## config.mk

```make
export PLATFORM = sky130hd
export DESIGN_NAME = sw_operand_reader
export DESIGN_NICKNAME = d
export VERILOG_FILES = /design/src/rtl/sw_reader_pkg.sv /design/src/rtl/sw_sync_debounce.sv /design/src/rtl/sw_operand_reader.sv
export SDC_FILE = /design/constraint.sdc
export NUM_CORES = 1
export LEC_CHECK = 0
export CAP_MARGIN = 0
export CORE_ASPECT_RATIO = 0.5
export CORE_MARGIN = 3
export CORE_UTILIZATION = 58
export CTS_CLUSTER_SIZE = 10
export DETAILED_ROUTE_END_ITERATION = 16
export PLACE_DENSITY = 0.92
export SYNTH_ARGS = -nofsm -noshare
export SYNTH_HDL_FRONTEND = slang
export SYNTH_HIERARCHICAL = 1
export SYNTH_SLANG_ARGS = --single-unit
export TNS_END_PERCENT = 10
```

## constraint.sdc

```tcl
create_clock -name clock -period 4.5 [get_ports clock]
set_input_delay 0.45 -clock clock [delete_from_list [all_inputs] [get_ports clock]]
set_output_delay 0.45 -clock clock [all_outputs]
set_load 0.02 [all_outputs]
```

## src/rtl/sw_reader_pkg.sv

```systemverilog
// ============================================================================
// Module  : sw_reader_pkg
// Purpose : Shared types and helpers for the operand switch reader.
//           - btn_state_e : debounce state of the operation button
//           - cnt_width() : bit width of a counter able to hold 0..cycles
// Revision: 1.0  initial release
// ============================================================================
`default_nettype none

package sw_reader_pkg;

  // Button debounce states. RELEASED/PRESS_WAIT see a debounced 0,
  // PRESSED/RELEASE_WAIT see a debounced 1.
  typedef enum logic [1:0] {
    RELEASED     = 2'd0,
    PRESS_WAIT   = 2'd1,
    PRESSED      = 2'd2,
    RELEASE_WAIT = 2'd3
  } btn_state_e;

  // Width of a counter that must reach the value 'cycles'.
  function automatic int cnt_width(input int cycles);
    return $clog2(cycles + 1);
  endfunction

endpackage

`default_nettype wire

```

## src/rtl/sw_sync_debounce.sv

```systemverilog
// ============================================================================
// Module  : sw_sync_debounce
// Purpose : Two-flop synchronizer followed by a vector-level debouncer.
//           The stable register only takes a new value once the same
//           differing synchronized value has been seen DEBOUNCE_CYCLES
//           consecutive cycles.
// Ports   : clock    in   system clock, rising edge
//           reset_n  in   asynchronous active-low reset
//           d_i      in   asynchronous input vector
//           sync_o   out  synchronized (not debounced) vector
//           stable_o out  debounced vector
//           settle_o out  high in the cycle whose rising edge loads stable_o
// Revision: 1.0  initial release
// ============================================================================
`default_nettype none

module sw_sync_debounce
  import sw_reader_pkg::*;
#(
  parameter int WIDTH           = 1,
  parameter int DEBOUNCE_CYCLES = 4
) (
  input  logic             clock,
  input  logic             reset_n,
  input  logic [WIDTH-1:0] d_i,
  output logic [WIDTH-1:0] sync_o,
  output logic [WIDTH-1:0] stable_o,
  output logic             settle_o
);

  localparam int            CW    = cnt_width(DEBOUNCE_CYCLES);
  localparam logic [CW-1:0] LIMIT = CW'(DEBOUNCE_CYCLES);
  localparam logic [CW-1:0] ONE   = CW'(1);

  logic [WIDTH-1:0] meta_q;
  logic [WIDTH-1:0] sync_q;
  logic [WIDTH-1:0] stable_q, stable_d;
  logic [WIDTH-1:0] cand_q, cand_d;
  logic [CW-1:0]    cnt_q, cnt_d;

  logic             w_diff;
  logic             w_same;
  logic [CW-1:0]    w_inc;
  logic             w_settle;

  always_comb begin
    w_diff   = (sync_q != stable_q);
    // The run only continues while the differing value is the one being
    // counted; any other differing value restarts the run at one.
    w_same   = (cnt_q != '0) && (sync_q == cand_q);
    w_inc    = w_same ? (cnt_q + ONE) : ONE;
    w_settle = w_diff && (w_inc == LIMIT);

    stable_d = w_settle ? sync_q : stable_q;
    cnt_d    = (w_diff && !w_settle) ? w_inc : '0;
    cand_d   = w_diff ? sync_q : cand_q;
  end

  always_ff @(posedge clock or negedge reset_n) begin
    if (!reset_n) begin
      meta_q   <= '0;
      sync_q   <= '0;
      stable_q <= '0;
      cand_q   <= '0;
      cnt_q    <= '0;
    end else begin
      meta_q   <= d_i;
      sync_q   <= meta_q;
      stable_q <= stable_d;
      cand_q   <= cand_d;
      cnt_q    <= cnt_d;
    end
  end

  assign sync_o   = sync_q;
  assign stable_o = stable_q;
  assign settle_o = w_settle;

endmodule

`default_nettype wire

```

## src/rtl/sw_operand_reader.sv

```systemverilog
// ============================================================================
// Module  : sw_operand_reader
// Purpose : Reads four operand switches and the operation button, debounces
//           them, and on each debounced press (with enable) captures the
//           switch vector into a valid/ready operand slot.
// Ports   : clock      in   system clock, rising edge
//           reset_n    in   asynchronous active-low reset
//           SW1..SW4   in   asynchronous switch levels (SW4 = MSB)
//           operation  in   asynchronous button, active high
//           enable     in   synchronous capture enable
//           ready      in   CPU accepts operand when valid && ready
//           sw_value   out  live debounced switch vector
//           operand    out  captured operand, stable while valid
//           valid      out  operand pending
//           overrun    out  sticky: press arrived while operand pending
// Revision: 1.0  initial release
// ============================================================================
`default_nettype none

module sw_operand_reader
  import sw_reader_pkg::*;
#(
  parameter int DEBOUNCE_CYCLES = 4
) (
  input  logic       clock,
  input  logic       reset_n,
  input  logic       SW1,
  input  logic       SW2,
  input  logic       SW3,
  input  logic       SW4,
  input  logic       operation,
  input  logic       enable,
  input  logic       ready,
  output logic [3:0] sw_value,
  output logic [3:0] operand,
  output logic       valid,
  output logic       overrun
);

  // --------------------------------------------------------------------------
  // Switch path: synchronize and debounce the whole vector together.
  // --------------------------------------------------------------------------
  logic [3:0] w_sw_sync;
  logic [3:0] w_sw_stable;
  logic       w_sw_settle;

  sw_sync_debounce #(
    .WIDTH           (4),
    .DEBOUNCE_CYCLES (DEBOUNCE_CYCLES)
  ) u_sw_debounce (
    .clock    (clock),
    .reset_n  (reset_n),
    .d_i      ({SW4, SW3, SW2, SW1}),
    .sync_o   (w_sw_sync),
    .stable_o (w_sw_stable),
    .settle_o (w_sw_settle)
  );

  // Only the stable vector is needed from the switch path.
  logic w_unused_sw;
  assign w_unused_sw = &{1'b0, w_sw_sync, w_sw_settle};

  // --------------------------------------------------------------------------
  // Button path: the shared debouncer supplies the synchronized level and
  // the settle strobe; the FSM turns the 0->1 settle into a press pulse.
  // --------------------------------------------------------------------------
  logic [0:0] w_btn_sync;
  logic [0:0] w_btn_stable;
  logic       w_btn_settle;

  sw_sync_debounce #(
    .WIDTH           (1),
    .DEBOUNCE_CYCLES (DEBOUNCE_CYCLES)
  ) u_btn_debounce (
    .clock    (clock),
    .reset_n  (reset_n),
    .d_i      (operation),
    .sync_o   (w_btn_sync),
    .stable_o (w_btn_stable),
    .settle_o (w_btn_settle)
  );

  btn_state_e state_q;
  logic       press_q;

  // The debouncer's counter runs exactly while the FSM is in a *_WAIT
  // state, so its settle strobe marks the end of each wait.
  always_ff @(posedge clock or negedge reset_n) begin
    if (!reset_n) begin
      state_q <= RELEASED;
      press_q <= 1'b0;
    end else begin
      press_q <= 1'b0;
      case (state_q)
        RELEASED: begin
          if (w_btn_sync[0]) begin
            // With a one-cycle debounce the first sample already settles.
            if (w_btn_settle) begin
              state_q <= PRESSED;
              press_q <= 1'b1;
            end else begin
              state_q <= PRESS_WAIT;
            end
          end
        end
        PRESS_WAIT: begin
          if (!w_btn_sync[0]) begin
            state_q <= RELEASED;
          end else if (w_btn_settle && !w_btn_stable[0]) begin
            state_q <= PRESSED;
            press_q <= 1'b1;
          end
        end
        PRESSED: begin
          if (!w_btn_sync[0]) begin
            state_q <= w_btn_settle ? RELEASED : RELEASE_WAIT;
          end
        end
        RELEASE_WAIT: begin
          if (w_btn_sync[0]) begin
            state_q <= PRESSED;
          end else if (w_btn_settle && w_btn_stable[0]) begin
            state_q <= RELEASED;
          end
        end
        default: state_q <= RELEASED;
      endcase
    end
  end

  // --------------------------------------------------------------------------
  // Operand slot. A press in the same cycle as a handshake refills the slot
  // without a bubble; a press into a full, unaccepted slot is an overrun.
  // The press uses the sw_value of its own cycle.
  // --------------------------------------------------------------------------
  logic [3:0] operand_q;
  logic       valid_q;
  logic       overrun_q;
  logic       w_capture;

  assign w_capture = press_q && enable;

  always_ff @(posedge clock or negedge reset_n) begin
    if (!reset_n) begin
      operand_q <= 4'h0;
      valid_q   <= 1'b0;
      overrun_q <= 1'b0;
    end else if (w_capture) begin
      if (!valid_q || ready) begin
        operand_q <= w_sw_stable;
        valid_q   <= 1'b1;
      end else begin
        overrun_q <= 1'b1;
      end
    end else if (valid_q && ready) begin
      valid_q <= 1'b0;
    end
  end

  assign sw_value = w_sw_stable;
  assign operand  = operand_q;
  assign valid    = valid_q;
  assign overrun  = overrun_q;

endmodule

`default_nettype wire

```

==> impl_summary.log <==
[metrics] outcome: complete, no violations
[metrics] CTS Buf Count: 5
[metrics] Post-layout nets: 152
[metrics] IO Count: 19
[metrics] Post-CTS Hold Buffers: 0
[metrics] maxcap violations: 0
[metrics] WP data required: 4.66 ns
[metrics] clock slew seen by the registers of the worst setup and hold paths: 0.07 ns
[metrics] maximum VDD drop: 295.6 uV
[metrics] Static Leakage: 0.8680 nW
[metrics] Worst Tran Pin Value: 0.4192 ns
[metrics] Detailed Route Iter0 Violations: 64
[metrics] # resized after CTS: 0
[metrics] post-route DRC violation count: 0
[metrics] cell area after placement: 1789 um2
[metrics] Critical Setup Path Class: register to register
[metrics] maximum clock path buffer count: 2
[metrics] area enclosed by the die boundary: 3381 um2
[metrics] count of nets left with antenna violations after detail routing: 0
[metrics] first-pass detailed-route iteration total: 4
[metrics] average wire length per cell after detail routing: 16.37 um
[metrics] post-CTS setup buffer count: 0
[metrics] unrepaired setup endpoints after global routing: no
[metrics] layout filler cell count: 143
[metrics] vias per cell: 5.354
[metrics] first-pass GRT wire length: 4.933 mm
[metrics] Die H: 42.65 um
[metrics] endpoint arrival time on the critical path: 1.97 ns
[metrics] initial cell density of the core: 0.6566
[metrics] pins over their slew limit: 0
[metrics] cell seen most often among critical-path stages: sky130_fd_sc_hd__inv_1
[metrics] post-route minimum period: 1.814 ns
[metrics] final instance area: 1893 um2
[metrics] post-synthesis instance total: 113
[metrics] largest net degree at the start of global routing: 36
[metrics] global router's overall resource usage: 0.1994
[metrics] final sum of negative setup slack: 0 ns
[metrics] Num Clock Sinks: 35
[metrics] CP max stage cell: sky130_fd_sc_hd__dfrtp_1
[metrics] longest individual stage delay on the worst path: 0.41 ns
[metrics] post-synth design cell area: 1558 um2
[metrics] via count of the routed design: 937
[metrics] yosys synthesis warning count: 6
[metrics] Synthesized Nets: 126
[metrics] syn_area_per_cell: 13.79 um2
[metrics] via count of the first global-routing pass: 1010
[metrics] total setup violations reported at the end of the flow: 0
[metrics] worst-case clock skew: 0.005404 ns
[metrics] grt total ovfl: 0
[metrics] cell row count: 12
[metrics] CP endpoint kind: register
[metrics] power per unit of standard cell area: 361.1 nW/um2
[metrics] routability congestion estimate: 0.8318
[metrics] Max FO, Critical Path: 4
[metrics] final hold violations: 0
[metrics] HPWL Detailed: 1.901 mm
[metrics] total detailed-routing wirelength: 2.864 mm
[metrics] total number of H-tree levels: 2
[metrics] worst rel slew slack: 0.7205
[metrics] layout-stage area growth over the synthesis result: 21.53%
[metrics] placeable core region: 2372 um2
[metrics] maximum clock rate: 551.2 MHz
[metrics] final worst path period share: 0.4032
[metrics] Ant. Diodes: 0
[metrics] initial antenna violation count: 0
[metrics] type of the worst min-delay path: register to register
[metrics] sequence of cells on the critical path: inv_1 -> ha_1 -> or3b_4 -> nand2_1 -> and3b_1 -> inv_1 -> o21ai_0 -> nand3_1
[metrics] CTS tree: done
[metrics] layout cell share with drive strength beyond 1: 0.2214
[metrics] Skew-Pair Late Insertion Delay: 0.28 ns
[metrics] die span in x: 79.29 um
[metrics] port bufs: 18
[metrics] Startpoint Class: register
[metrics] root buffer cell: sky130_fd_sc_hd__clkbuf_8
worst max-delay path: cells and delay by family, from the launching register on:
kind / cells / cell delay, ns
flops: 1 / 0.41
simple gates: 4 / 0.82
compound gates: 1 / 0.16
buf+inv: 2 / 0.11
fa+ha+maj: 1 / 0.21
area by class of cell:
| type | instances | area, um2 | share of cell area |
|---|---|---|---|
| inverter | 7 | 26.28 | 0.01388 |
| timing repair buffer | 19 | 187.7 | 0.09914 |
| clock inverter | 1 | 7.507 | 0.003966 |
| tap | 35 | 43.79 | 0.02313 |
| multi-input combinational | 71 | 655.6 | 0.3463 |
| sequential | 35 | 875.8 | 0.4627 |
| clock buffer | 7 | 96.34 | 0.05089 |
flip-flops by register name, summed over array words and instances, names as in the netlist:
signal and flops:
u_btn_debounce/cnt_q 3, valid 1, u_sw_debounce/cnt_q 3, u_sw_debounce/cand_q 4
u_sw_debounce/stable_o 4, overrun 1, press_q 1, state_q 2
operand 4, u_sw_debounce/meta_q 4, u_btn_debounce/sync_o 1, u_btn_debounce/cand_q 1
u_btn_debounce/stable_o 1, u_btn_debounce/meta_q 1, u_sw_debounce/sync_o 4
metal layers:
layer  track usage  vias to the layer above  share of wire  routed length [um]
li1              -                      445              -                   -
met1        0.2389                      469           0.43                1235
met2        0.3445                       19           0.53                1505
met3       0.07082                        4          0.034                  97
met4       0.05137                        0         0.0087                  25
met5             0                        -              0                   0
worst paths after layout:
| check | from | end | slack [ns] | cells after the start |
|---|---|---|---|---|
| max in group asynchronous | reset_n | u_sw_debounce/cand_q[1]$_DFFE_PN0N_ | 3.63 | 2 |
| worst max register to register | u_btn_debounce/cnt_q[0]$_DFF_PN0_ | state_q[1]$_DFFE_PN0P_ | 2.69 | 8 |
| min in group asynchronous | reset_n | u_sw_debounce/stable_o[1]$_DFFE_PN0P_ | 0.57 | 2 |
| worst min register to register | u_sw_debounce/meta_q[2]$_DFF_PN0_ | u_sw_debounce/sync_o[2]$_DFF_PN0_ | 0.35 | 0 |
| worst max-delay path | u_btn_debounce/cnt_q[0]$_DFF_PN0_ | state_q[1]$_DFFE_PN0P_ | 2.69 | 8 |
| worst min-delay path | u_sw_debounce/meta_q[2]$_DFF_PN0_ | u_sw_debounce/sync_o[2]$_DFF_PN0_ | 0.35 | 0 |
metrics by stage:
stage	setup WS, ns	hold slack, ns	total power [mW]	instances	utilization
global placement	2.811	0.3316	0.4299	167	0.7542
global route	2.533	0.3579	0.7148	175	0.7980
finish	2.686	0.3517	0.6836	175	0.7980
CTS	2.678	0.3519	0.6890	175	0.7980
floorplan	2.890	0.1544	0.4062	113	-
detailed placement	2.716	0.3355	0.4348	167	0.7542
placed cells by master, fill, tap and decap left out, types with 2 or more instances in the layout:
cell,instances
sky130_fd_sc_hd__nand3_1,5
sky130_fd_sc_hd__mux2_4,8
sky130_fd_sc_hd__mux2_2,4
sky130_fd_sc_hd__clkdlybuf4s50_1,18
sky130_fd_sc_hd__nand4_4,2
sky130_fd_sc_hd__nand2_1,6
sky130_fd_sc_hd__nand2b_1,4
sky130_fd_sc_hd__xnor2_1,7
sky130_fd_sc_hd__ha_1,4
sky130_fd_sc_hd__clkbuf_8,7
sky130_fd_sc_hd__nor2_1,3
sky130_fd_sc_hd__inv_1,7
sky130_fd_sc_hd__xor2_1,4
sky130_fd_sc_hd__dfrtp_1,35
where the power goes:
group          switching [mW]  internal (mW)
registers              0.0218          0.334
clock network           0.113          0.139
logic                  0.0392         0.0372
total                   0.173          0.510
Note: power is estimated with default switching activity, not from simulation.
